[src/rtl/acq_pkg.sv]
// rtl/acq_pkg.sv - shared widths, queued word record and mask helper for the bit packer
package acq_pkg;

  localparam int WORD_W  = 31;
  localparam int NBITS_W = 5;
  localparam int LEN_W   = 16;

  typedef struct packed {
    logic [WORD_W-1:0]  word;
    logic [NBITS_W-1:0] nbits;
    logic               last;
  } acq_word_t;

  // Mask is rebuilt from nbits at the output rather than stored per entry.
  function automatic logic [WORD_W-1:0] nbits_to_mask(input logic [NBITS_W-1:0] n);
    logic [31:0] w_full_mask;
    w_full_mask   = (32'd1 << n) - 32'd1;
    nbits_to_mask = w_full_mask[WORD_W-1:0];
  endfunction

endpackage

[src/rtl/acq_fifo2.sv]
// rtl/acq_fifo2.sv - 2-entry synchronous FIFO of packed acquisition words
module acq_fifo2
  import acq_pkg::*;
(
  input  logic      clk,
  input  logic      rst,
  input  logic      push,
  input  acq_word_t push_data,
  input  logic      pop,
  output acq_word_t head,
  output logic      full,
  output logic      empty,
  output logic [1:0] count
);

  acq_word_t  r_mem [2];
  logic       r_wr_ptr;
  logic       r_rd_ptr;
  logic [1:0] r_count;
  logic       w_push;
  logic       w_pop;

  assign w_pop  = pop & (r_count != 2'd0);
  assign w_push = push & ((r_count != 2'd2) | w_pop);

  always_ff @(posedge clk) begin
    if (rst) begin
      r_mem[0] <= '0;
      r_mem[1] <= '0;
      r_wr_ptr <= 1'b0;
      r_rd_ptr <= 1'b0;
      r_count  <= 2'd0;
    end else begin
      if (w_push) begin
        r_mem[r_wr_ptr] <= push_data;
        r_wr_ptr        <= ~r_wr_ptr;
      end
      if (w_pop) begin
        r_rd_ptr <= ~r_rd_ptr;
      end
      case ({w_push, w_pop})
        2'b10:   r_count <= r_count + 2'd1;
        2'b01:   r_count <= r_count - 2'd1;
        default: r_count <= r_count;
      endcase
    end
  end

  assign head  = r_mem[r_rd_ptr];
  assign full  = (r_count == 2'd2);
  assign empty = (r_count == 2'd0);
  assign count = r_count;

endmodule

[src/rtl/acq_bit_packer.sv]
// rtl/acq_bit_packer.sv - packs serial sample bits into 31-bit words for the popcount correlators
module acq_bit_packer
  import acq_pkg::*;
(
  input  logic               clk,
  input  logic               rst,
  input  logic               in_valid,
  output logic               in_ready,
  input  logic               in_bit,
  input  logic               in_last,
  output logic               out_valid,
  input  logic               out_ready,
  output logic [WORD_W-1:0]  out_word,
  output logic [WORD_W-1:0]  out_mask,
  output logic [NBITS_W-1:0] out_nbits,
  output logic               out_last,
  output logic [LEN_W-1:0]   word_count
);

  logic [WORD_W-1:0]  r_asm;
  logic [NBITS_W-1:0] r_ptr;
  logic [LEN_W-1:0]   r_word_count;

  logic               w_accept;
  logic               w_close;
  logic               w_pop;
  logic [WORD_W-1:0]  w_bit_vec;
  acq_word_t          w_push_data;
  acq_word_t          w_head;
  logic               w_full;
  logic               w_empty;
  logic [1:0]         w_count;

  assign in_ready  = (w_count < 2'd2);
  assign w_accept  = in_valid & in_ready;
  assign w_bit_vec = WORD_W'(in_bit) << r_ptr;
  assign w_close   = w_accept & ((r_ptr == NBITS_W'(WORD_W - 1)) | in_last);

  // The closing bit is merged combinationally so the word leaves on the same edge.
  assign w_push_data.word  = r_asm | w_bit_vec;
  assign w_push_data.nbits = r_ptr + NBITS_W'(1);
  assign w_push_data.last  = in_last;

  always_ff @(posedge clk) begin
    if (rst || w_close) begin
      r_asm <= '0;
      r_ptr <= '0;
    end else if (w_accept) begin
      r_asm <= r_asm | w_bit_vec;
      r_ptr <= r_ptr + NBITS_W'(1);
    end
  end

  acq_fifo2 u_fifo (
    .clk       (clk),
    .rst       (rst),
    .push      (w_close & ~w_full),
    .push_data (w_push_data),
    .pop       (w_pop),
    .head      (w_head),
    .full      (w_full),
    .empty     (w_empty),
    .count     (w_count)
  );

  assign out_valid = ~w_empty;
  assign w_pop     = out_valid & out_ready;
  assign out_word  = w_head.word;
  assign out_nbits = w_head.nbits;
  assign out_last  = w_head.last;
  assign out_mask  = nbits_to_mask(w_head.nbits);

  always_ff @(posedge clk) begin
    if (rst) begin
      r_word_count <= '0;
    end else if (w_pop) begin
      r_word_count <= w_head.last ? '0 : r_word_count + LEN_W'(1);
    end
  end

  assign word_count = r_word_count;

endmodule
[config.mk]
export PLATFORM = sky130hd
export DESIGN_NAME = acq_bit_packer
export DESIGN_NICKNAME = d
export VERILOG_FILES = /design/src/rtl/acq_pkg.sv /design/src/rtl/acq_fifo2.sv /design/src/rtl/acq_bit_packer.sv
export SDC_FILE = /design/constraint.sdc
export NUM_CORES = 1
export LEC_CHECK = 0
export ABC_AREA = 1
export BUFFER_PORTS_ARGS = -buffer_cell sky130_fd_sc_hd__buf_2
export CAP_MARGIN = 20
export CORE_MARGIN = 2
export CORE_UTILIZATION = 50
export DETAILED_ROUTE_END_ITERATION = 10
export PLACE_DENSITY = 0.71
export SLEW_MARGIN = 25
export SYNTH_ARGS = -nofsm -noshare
export SYNTH_HDL_FRONTEND = slang
export SYNTH_SLANG_ARGS = --single-unit
export TNS_END_PERCENT = 20
[constraint.sdc]
create_clock -name clk -period 3.2 [get_ports clk]
set_input_delay 0.48 -clock clk [delete_from_list [all_inputs] [get_ports clk]]
set_output_delay 0.48 -clock clk [all_outputs]
set_load 0.02 [all_outputs]
==> results of run 1 <==
==> kinds of logic after synthesis <==
| group | after synthesis |
|---|---|
| adder cells (fa/ha/maj) | 5 |
| flip-flops | 131 |
| AND/OR/NAND/NOR | 481 |
| buffers and inverters | 112 |
| XOR/XNOR | 12 |
| AO/OA/AOI/OAI | 95 |
==> layer usage <==
| metal | routed length (µm) | up-vias | track usage [%] |
|---|---|---|---|
| met5 | 0 | - | 0 |
| met4 | 378 | 0 | 9.41 |
| met1 | 6750 | 2600 | 27.8 |
| met2 | 7270 | 161 | 36.4 |
| li1 | - | 2921 | - |
| met3 | 788 | 33 | 5.03 |
==> worst max-delay path, stage by stage, from the launching register on <==
cell	delay, ps
dfxtp_4	440
inv_4	60
nand2_1	100
nand2_4	100
nor4_2	340
nand2_1	140
ha_1	230
nand2_1	110
nor2_4	60
nand2_2	130
nor2_1	80
nand2_1	70
nand2_1	40
nand2_1	60
buf_2	160
==> cells in the final DEF (no fill, tap or decap), types with 2 or more instances in the layout <==
| cell type | n |
|---|---|
| inv_4 | 2 |
| ha_1 | 5 |
| xnor2_1 | 5 |
| nand2_2 | 6 |
| o21bai_1 | 10 |
| clkbuf_1 | 6 |
| or2_2 | 2 |
| a211oi_1 | 9 |
| nand4_1 | 14 |
| a31oi_1 | 3 |
| clkbuf_8 | 4 |
| nor2_4 | 6 |
| buf_2 | 91 |
| a21oi_1 | 36 |
| clkinv_1 | 2 |
| nor3_1 | 28 |
| clkinv_2 | 4 |
| clkbuf_16 | 17 |
| edfxtp_1 | 74 |
| nand2_4 | 3 |
| inv_1 | 76 |
| o21ai_0 | 27 |
| buf_4 | 24 |
| xor2_1 | 7 |
| o21ai_4 | 2 |
| nor2_1 | 159 |
| dfxtp_1 | 56 |
| nor2_2 | 9 |
| nand2_1 | 218 |
| nand3_1 | 28 |
==> power by group <==
group | leakage, nW | switching (mW) | internal, mW
clock network | 0.265 | 0.658 | 1.07
registers | 1.23 | 0.0429 | 1.85
logic | 2.05 | 0.922 | 0.410
==> state kept, by name, indices dropped and copies added (netlist names), named ones only <==
register / cells
r_ptr: 5
word_count: 16
u_fifo.r_mem: 74
u_fifo.count: 2
r_asm: 31
u_fifo.r_rd_ptr: 1
u_fifo.r_wr_ptr: 1
==> layout make-up <==
type	instances	area, µm²	area share [%]
Timing Repair Buffer	115	636	8.07
Multi-Input combinational cell	593	2820	35.8
Tap cell	176	220	2.80
Inverter	80	303	3.85
Sequential cell	131	3370	42.8
Clock inverter	5	26.3	0.334
Clock buffer	27	503	6.39
==> timing repair <==
action | CTS | global route
setup buffers | 0 | 10
resized for setup | 1 | 5
cloned | 0 | 0
endpoints found under the setup margin | 5 | 12
pin swaps | 0 | 2
hold buffers | 0 | 0
==> synthesized netlist by cell type (7+ instances only) <==
cell | instances | area (µm²)
a211oi_1 | 9 | 67.6
a21oi_1 | 36 | 180
buf_2 | 10 | 50.1
clkbuf_1 | 14 | 52.6
dfxtp_1 | 57 | 1140
edfxtp_1 | 74 | 2220
inv_1 | 76 | 285
nand2_1 | 218 | 818
nand2_2 | 7 | 43.8
nand3_1 | 28 | 140
nand4_1 | 14 | 87.6
nor2_1 | 160 | 601
nor2_2 | 9 | 56.3
nor3_1 | 28 | 140
o21ai_0 | 27 | 135
o21bai_1 | 10 | 75.1
xor2_1 | 7 | 61.3
==> stage by stage <==
| stage | cells | setup slack (ps) | hold slack [ps] |
|---|---|---|---|
| after floorplan | 836 | 199 | 426 |
| after global placement | 1085 | 452 | 437 |
| after detailed placement | 1085 | 389 | 443 |
| after CTS | 1117 | 48.3 | 343 |
| after global routing | 1127 | -21.9 | 368 |
| final | 1127 | 178 | 355 |
==> path summary, 6_finish.rpt <==
check	end	slack (ps)	cells past startpoint
hold reg to reg	u_fifo.r_rd_ptr	450	1
setup reg to reg	u_fifo.r_mem[0][14]	990	8
hold / removal	word_count[13]	350	2
setup / recovery	out_mask[20]	180	14
==> flow_summary_export.csv, run 1 <==
group,metric,value,unit
status,status,"finished, final reports clean",
critical_path,arrival,2540,ps
floorplanning,initial_utilization,50.6,%
global_route,grt_util_all_layers,22.0,%
finish,final_layout_size_suffix_gt1_share,18.7,%
critical_path,r2r-start,"r_ptr[4]",
drt,wl_per_cell,13.5,µm
floorplanning,io_pins,92,
cts,cts_tree,"built",
synth,synthesis.area,0.00665,mm²
synth,synth_top_family_by_area,"simple AND/OR/NAND/NOR gates",
worst_hold_path,hp-class,"in -> reg",
place,gp_congestion,0.911,
cts,cts_buffer_depth,2,
drt,ant_nets,0,
power_and_ir_drop,p_leak,3.55,nW
floorplanning,chipWidth,119,µm
global_route,antenna_found_initial,0,
synth,synth_ff_type,"edfxtp_1",
synth,synthCells,836,
critical_path,setup.worst_path.end_class,"output port",
synth,syn_avg_cell_area,7.95,µm²
cts,insertion_delay,420,ps
floorplanning,core,0.0131,mm²
power_and_ir_drop,finalPower,4.94,mW
drt,avgViaCountPerCell,5.07,
critical_path,worstPathRequired,2720,ps
place,hpwl,10500,µm
cts,cts.sink_count,131,
global_route,grt_overflow,0,
synth,synth_compound_area_share,8.83,%
global_route,grt_pass1_vias,5169,
drt,vias,5715,
finish,fin_util,59.9,%
finish,n_fill_cell,1201,
place,port_buffers,91,
synth,synth-simple-area-share,30.7,%
finish,postLayoutCellArea,0.00787,mm²
place,placed_area,0.00725,mm²
synth,ys_seq_elements,131,
synth,synth_edf_count,74,
floorplanning,die_y,119,µm
critical_path,worstSetupPathType,"reg -> out",
sta,slew_headroom,41.6,%
synth,yosys_warnings,0,
power_and_ir_drop,p_per_area,628,mW/mm²
sta,finalClockSkew,7.80,ps
cts,clkTransAtPathRegs,60,ps
critical_path,crit_fanout,13,
sta,rsz0062_at_grt,"true",
drt,post-route-drc-count,0,
cts,cts_buffers,17,
cts,root_buffer,"clkbuf_16",
synth,ys_seq_area_share,50.6,%
global_route,grt_max_degree,38,
cts,cts-htree-levels,4,
synth,synth.distinct_cells,44,
worst_hold_path,hold_start,"rst",
floorplanning,design.die.area,0.0142,mm²
sta,final_max_slew_viol_count,0,
sta,timing.final.crit_period,3020,ps
sta,post-route-period-util,94.4,%
sta,hold_viol,0,
global_route,grt_pass1_wl,24900,µm
finish,diodes,0,
critical_path,critPathLaunchType,"flip-flop",
sta,finalSetupTns,0,ps
floorplanning,rows,42,
sta,worst_pin_slew,875,ps
synth,synthMuxAreaShare,0,%
drt,drtIter0Drc,485,
synth,synth_nets,847,
synth,synthAdderAreaFrac,0.941,%
synth,synth-xor-area-share,1.58,%
drt,firstDrtPassIters,5,
sta,fmax,331,MHz
sta,setup_viol,0,
finish,fin_nets,949,
synth,async_flop_share,0,%
flow_run,maxCapViolCount,0,
power_and_ir_drop,ir_worst_vdd,0.000370,V
finish,syn_to_final_growth,18.4,%
drt,drt_wl_total,15200,µm
Note: power is estimated with default switching activity, not from simulation.
==> run 2: changes to the inputs <==
--- a/config.mk
+++ b/config.mk
@@ -5,7 +5,6 @@
 export SDC_FILE = /design/constraint.sdc
 export NUM_CORES = 1
 export LEC_CHECK = 0
-export ABC_AREA = 1
 export BUFFER_PORTS_ARGS = -buffer_cell sky130_fd_sc_hd__buf_2
 export CAP_MARGIN = 20
 export CORE_MARGIN = 2
==> flow_summary_export.csv, run 2 <==
group,metric,value,unit
status,status,"finished, final reports clean",
power_and_ir_drop,p_clk_share,33.6,%
finish,top_register,"u_fifo.r_mem",
global_route,grt_pass1_vias,4498,
sta,fmax,319,MHz
critical_path,reg2regPathDepth,5,
drt,avgViaCountPerCell,5.62,
synth,yosys_warnings,0,
cts,clkTransAtPathRegs,50,ps
critical_path,crit_path_end,"out_mask[20]",
floorplanning,initial_utilization,50.9,%
critical_path,setup.worst_path.end_class,"output port",
critical_path,critPathSlowestCell,"o32a_1",
cts,hold_buffers,0,
power_and_ir_drop,ir_worst_vdd,0.000459,V
synth,synthTopCellsByCount,"nor2_1 (140), edfxtp_1 (74), a21oi_1 (62)",
critical_path,ff2ff_setup_slack,960,ps
critical_path,critPathLaunch,"u_fifo.r_mem[0][3]",
synth,ys_seq_area_share,55.5,%
floorplanning,rows,40,
finish,seq_area,0.00337,mm²
synth,synthCells,607,
drt,wl_per_cell,15.9,µm
drt,vias,4867,
synth,synthesis.area,0.00606,mm²
drt,ant_nets,0,
drt,drt_wl_total,13800,µm
critical_path,r2r-end,"u_fifo.count[1]",
critical_path,worstSetupPathType,"reg -> out",
cts,insertion_delay,410,ps
finish,multi_input_area,0.00259,mm²
finish,diodes,0,
critical_path,cp_num_buf_inv,1,
finish,n_fill_cell,997,
sta,post-route-period-util,97.9,%
cts,cts-htree-levels,4,
floorplanning,core,0.0119,mm²
power_and_ir_drop,p_int,3.69,mW
drt,drtIter0Drc,360,
cts,cts.sink_count,131,
critical_path,crit_chain,"o32a_1 > nor2_4 > nand2_2 > ha_4 > nor4bb_4 > a31oi_4 > mux2_4 > o22ai_4 > buf_6",
global_route,antenna_found_initial,0,
synth,synth_nets,618,
global_route,grt_pass1_wl,22100,µm
floorplanning,chipWidth,114,µm
synth,synth.distinct_cells,59,
critical_path,slowest_delay,430,ps
synth,ys_seq_elements,131,
finish,fin_nets,717,
critical_path,cp_top_family,"compound AO/OA/AOI/OAI gates",
cts,root_buffer,"clkbuf_16",
sta,worst_pin_slew,668,ps
synth,synth_top_area_cell,"edfxtp_1",
power_and_ir_drop,sw_frac_of_total,33.6,%
power_and_ir_drop,finalPower,5.55,mW
drt,post-route-drc-count,0,
synth,yosys.area.top_type_share,36.6,%
sta,timing.final.crit_period,3130,ps
place,hpwl,8980,µm
floorplanning,die_y,114,µm
finish,final_cell_mix,"nor2_1 (139), buf_2 (90), edfxtp_1 (74)",
sta,setup_viol,0,
sta,hold_viol,0,
critical_path,path_depth,9,
finish,largest_register_ffs,74,
synth,yosysMostFrequentCell,"nor2_1",
synth,synth_ff_type,"edfxtp_1",
worst_hold_path,hp-class,"in -> reg",
floorplanning,design.die.area,0.0130,mm²
sta,layout_setup_ws,68.5,ps
global_route,grt_util_all_layers,21.7,%
finish,syn_to_final_growth,23.0,%
power_and_ir_drop,combinationalPowerShare,31.1,%
synth,syn_avg_cell_area,9.99,µm²
finish,final_common_cell,"nor2_1",
critical_path,arrival,2650,ps
power_and_ir_drop,p_per_area,744,mW/mm²
critical_path,worstPathRequired,2720,ps
global_route,grt_overflow,0,
power_and_ir_drop,p_leak,2.92,nW
finish,final_layout_size_suffix_gt1_share,28.7,%
global_route,grt_max_degree,38,
sta,rsz0062_at_grt,"true",
place,port_buffers,91,
cts,cts_buffers,17,
critical_path,r2r-start,"u_fifo.count[1]",
synth,synth_edf_count,74,
cts,cts_buffer_depth,2,
sta,final_max_slew_viol_count,0,
synth,synthTopCellsByArea,"edfxtp_1 (37%), dfxtp_1 (19%), nor2_1 (8.7%), mux2_2 (6.1%), a21oi_1 (5.1%)",
critical_path,critPathLaunchType,"flip-flop",
cts,cts_tree,"built",
power_and_ir_drop,p_switching,1.86,mW
sta,finalClockSkew,7.65,ps
flow_run,maxCapViolCount,0,
critical_path,crit_fanout,6,
floorplanning,io_pins,92,
power_and_ir_drop,power_frac_seq,35.3,%
synth,async_flop_share,0,%
sta,slew_headroom,55.3,%
place,pre_cts_slack,182,ps
drt,firstDrtPassIters,5,
place,gp_congestion,0.910,
## run 2: changes by cell type after synthesis, moves of 12 or more
cell and delta:
a31oi_1 +13, o21ai_0 -12, nor2_1 -20, nand2_1 -186, mux2_2 +33, nand3_1 -24, inv_1 -64, nor3_1 -17
a21oi_1 +26
## run 2: per-stage QoR
step	std cells	utilization (%)	hold WS, ps	TNS [ps]	cell area [µm²]
detailed placement	825	56.5	455	0	6730
finish	866	62.6	352	0	7460
global placement	825	56.5	447	0	6730
floorplan	607	-	437	-5.85	6090
CTS	859	61.9	342	-11.5	7370
global route	866	62.6	359	-48.8	7460
## run 2: layer usage
layer | GRT usage (%) | vias to the layer above | wire (µm)
met2 | 34.6 | 173 | 6580
met4 | 7.40 | 0 | 165
met5 | 0 | - | 0
met1 | 28.7 | 2320 | 6180
met3 | 6.09 | 17 | 832
li1 | - | 2357 | -
## run 2: how the worst min path moves through the flow
stage / cells past startpoint / slack [ps] / to / from
final: 2 / 350 / u_fifo.count[1] / rst
after CTS: 2 / 340 / u_fifo.count[1] / rst
after floorplan: 2 / 440 / r_asm[12] / r_asm[12]
after detailed placement: 2 / 460 / r_asm[3] / r_asm[3]
after global routing: 2 / 360 / u_fifo.count[1] / rst
after global placement: 2 / 450 / r_asm[24] / r_asm[24]
## run 2: timing repair
| action | 4_1_cts | 5_1_grt |
|---|---|---|
| gates cloned | 0 | 0 |
| gates resized for setup | 8 | 10 |
| pin swaps | 2 | 4 |
| endpoints found under the setup margin | 6 | 10 |
| hold endpoints to repair | 0 | 0 |
| buffers inserted | 2 | 7 |
## run 2: cell type report
| type | instances | area share [%] |
|---|---|---|
| Clock buffer | 20 | 5.99 |
| Clock inverter | 12 | 1.78 |
| Inverter | 16 | 0.822 |
| Multi-Input combinational cell | 421 | 34.8 |
| Sequential cell | 131 | 45.1 |
| Tap cell | 147 | 2.46 |
| Timing Repair Buffer | 119 | 9.05 |
## run 2: power by group through the flow
stage | Clock (mW) | Sequential (mW) | Combinational [mW]
2_1_floorplan | 0 | 1.96 | 1.17
3_3_place_gp | 0 | 1.98 | 1.62
3_5_place_dp | 0 | 1.99 | 1.63
4_1_cts | 1.88 | 1.95 | 1.68
5_1_grt | 1.96 | 1.97 | 1.85
6_report | 1.87 | 1.96 | 1.72
## run 2: kinds of logic after synthesis
group / synth area share [%]
and+or+nand+nor: 17.5
DFF: 55.5
AOI/OAI and AO/OA: 11.8
buffers and inverters: 3.65
muxes: 7.39
xor gates and xnor gates: 3.18
adders and majority gates: 1.03
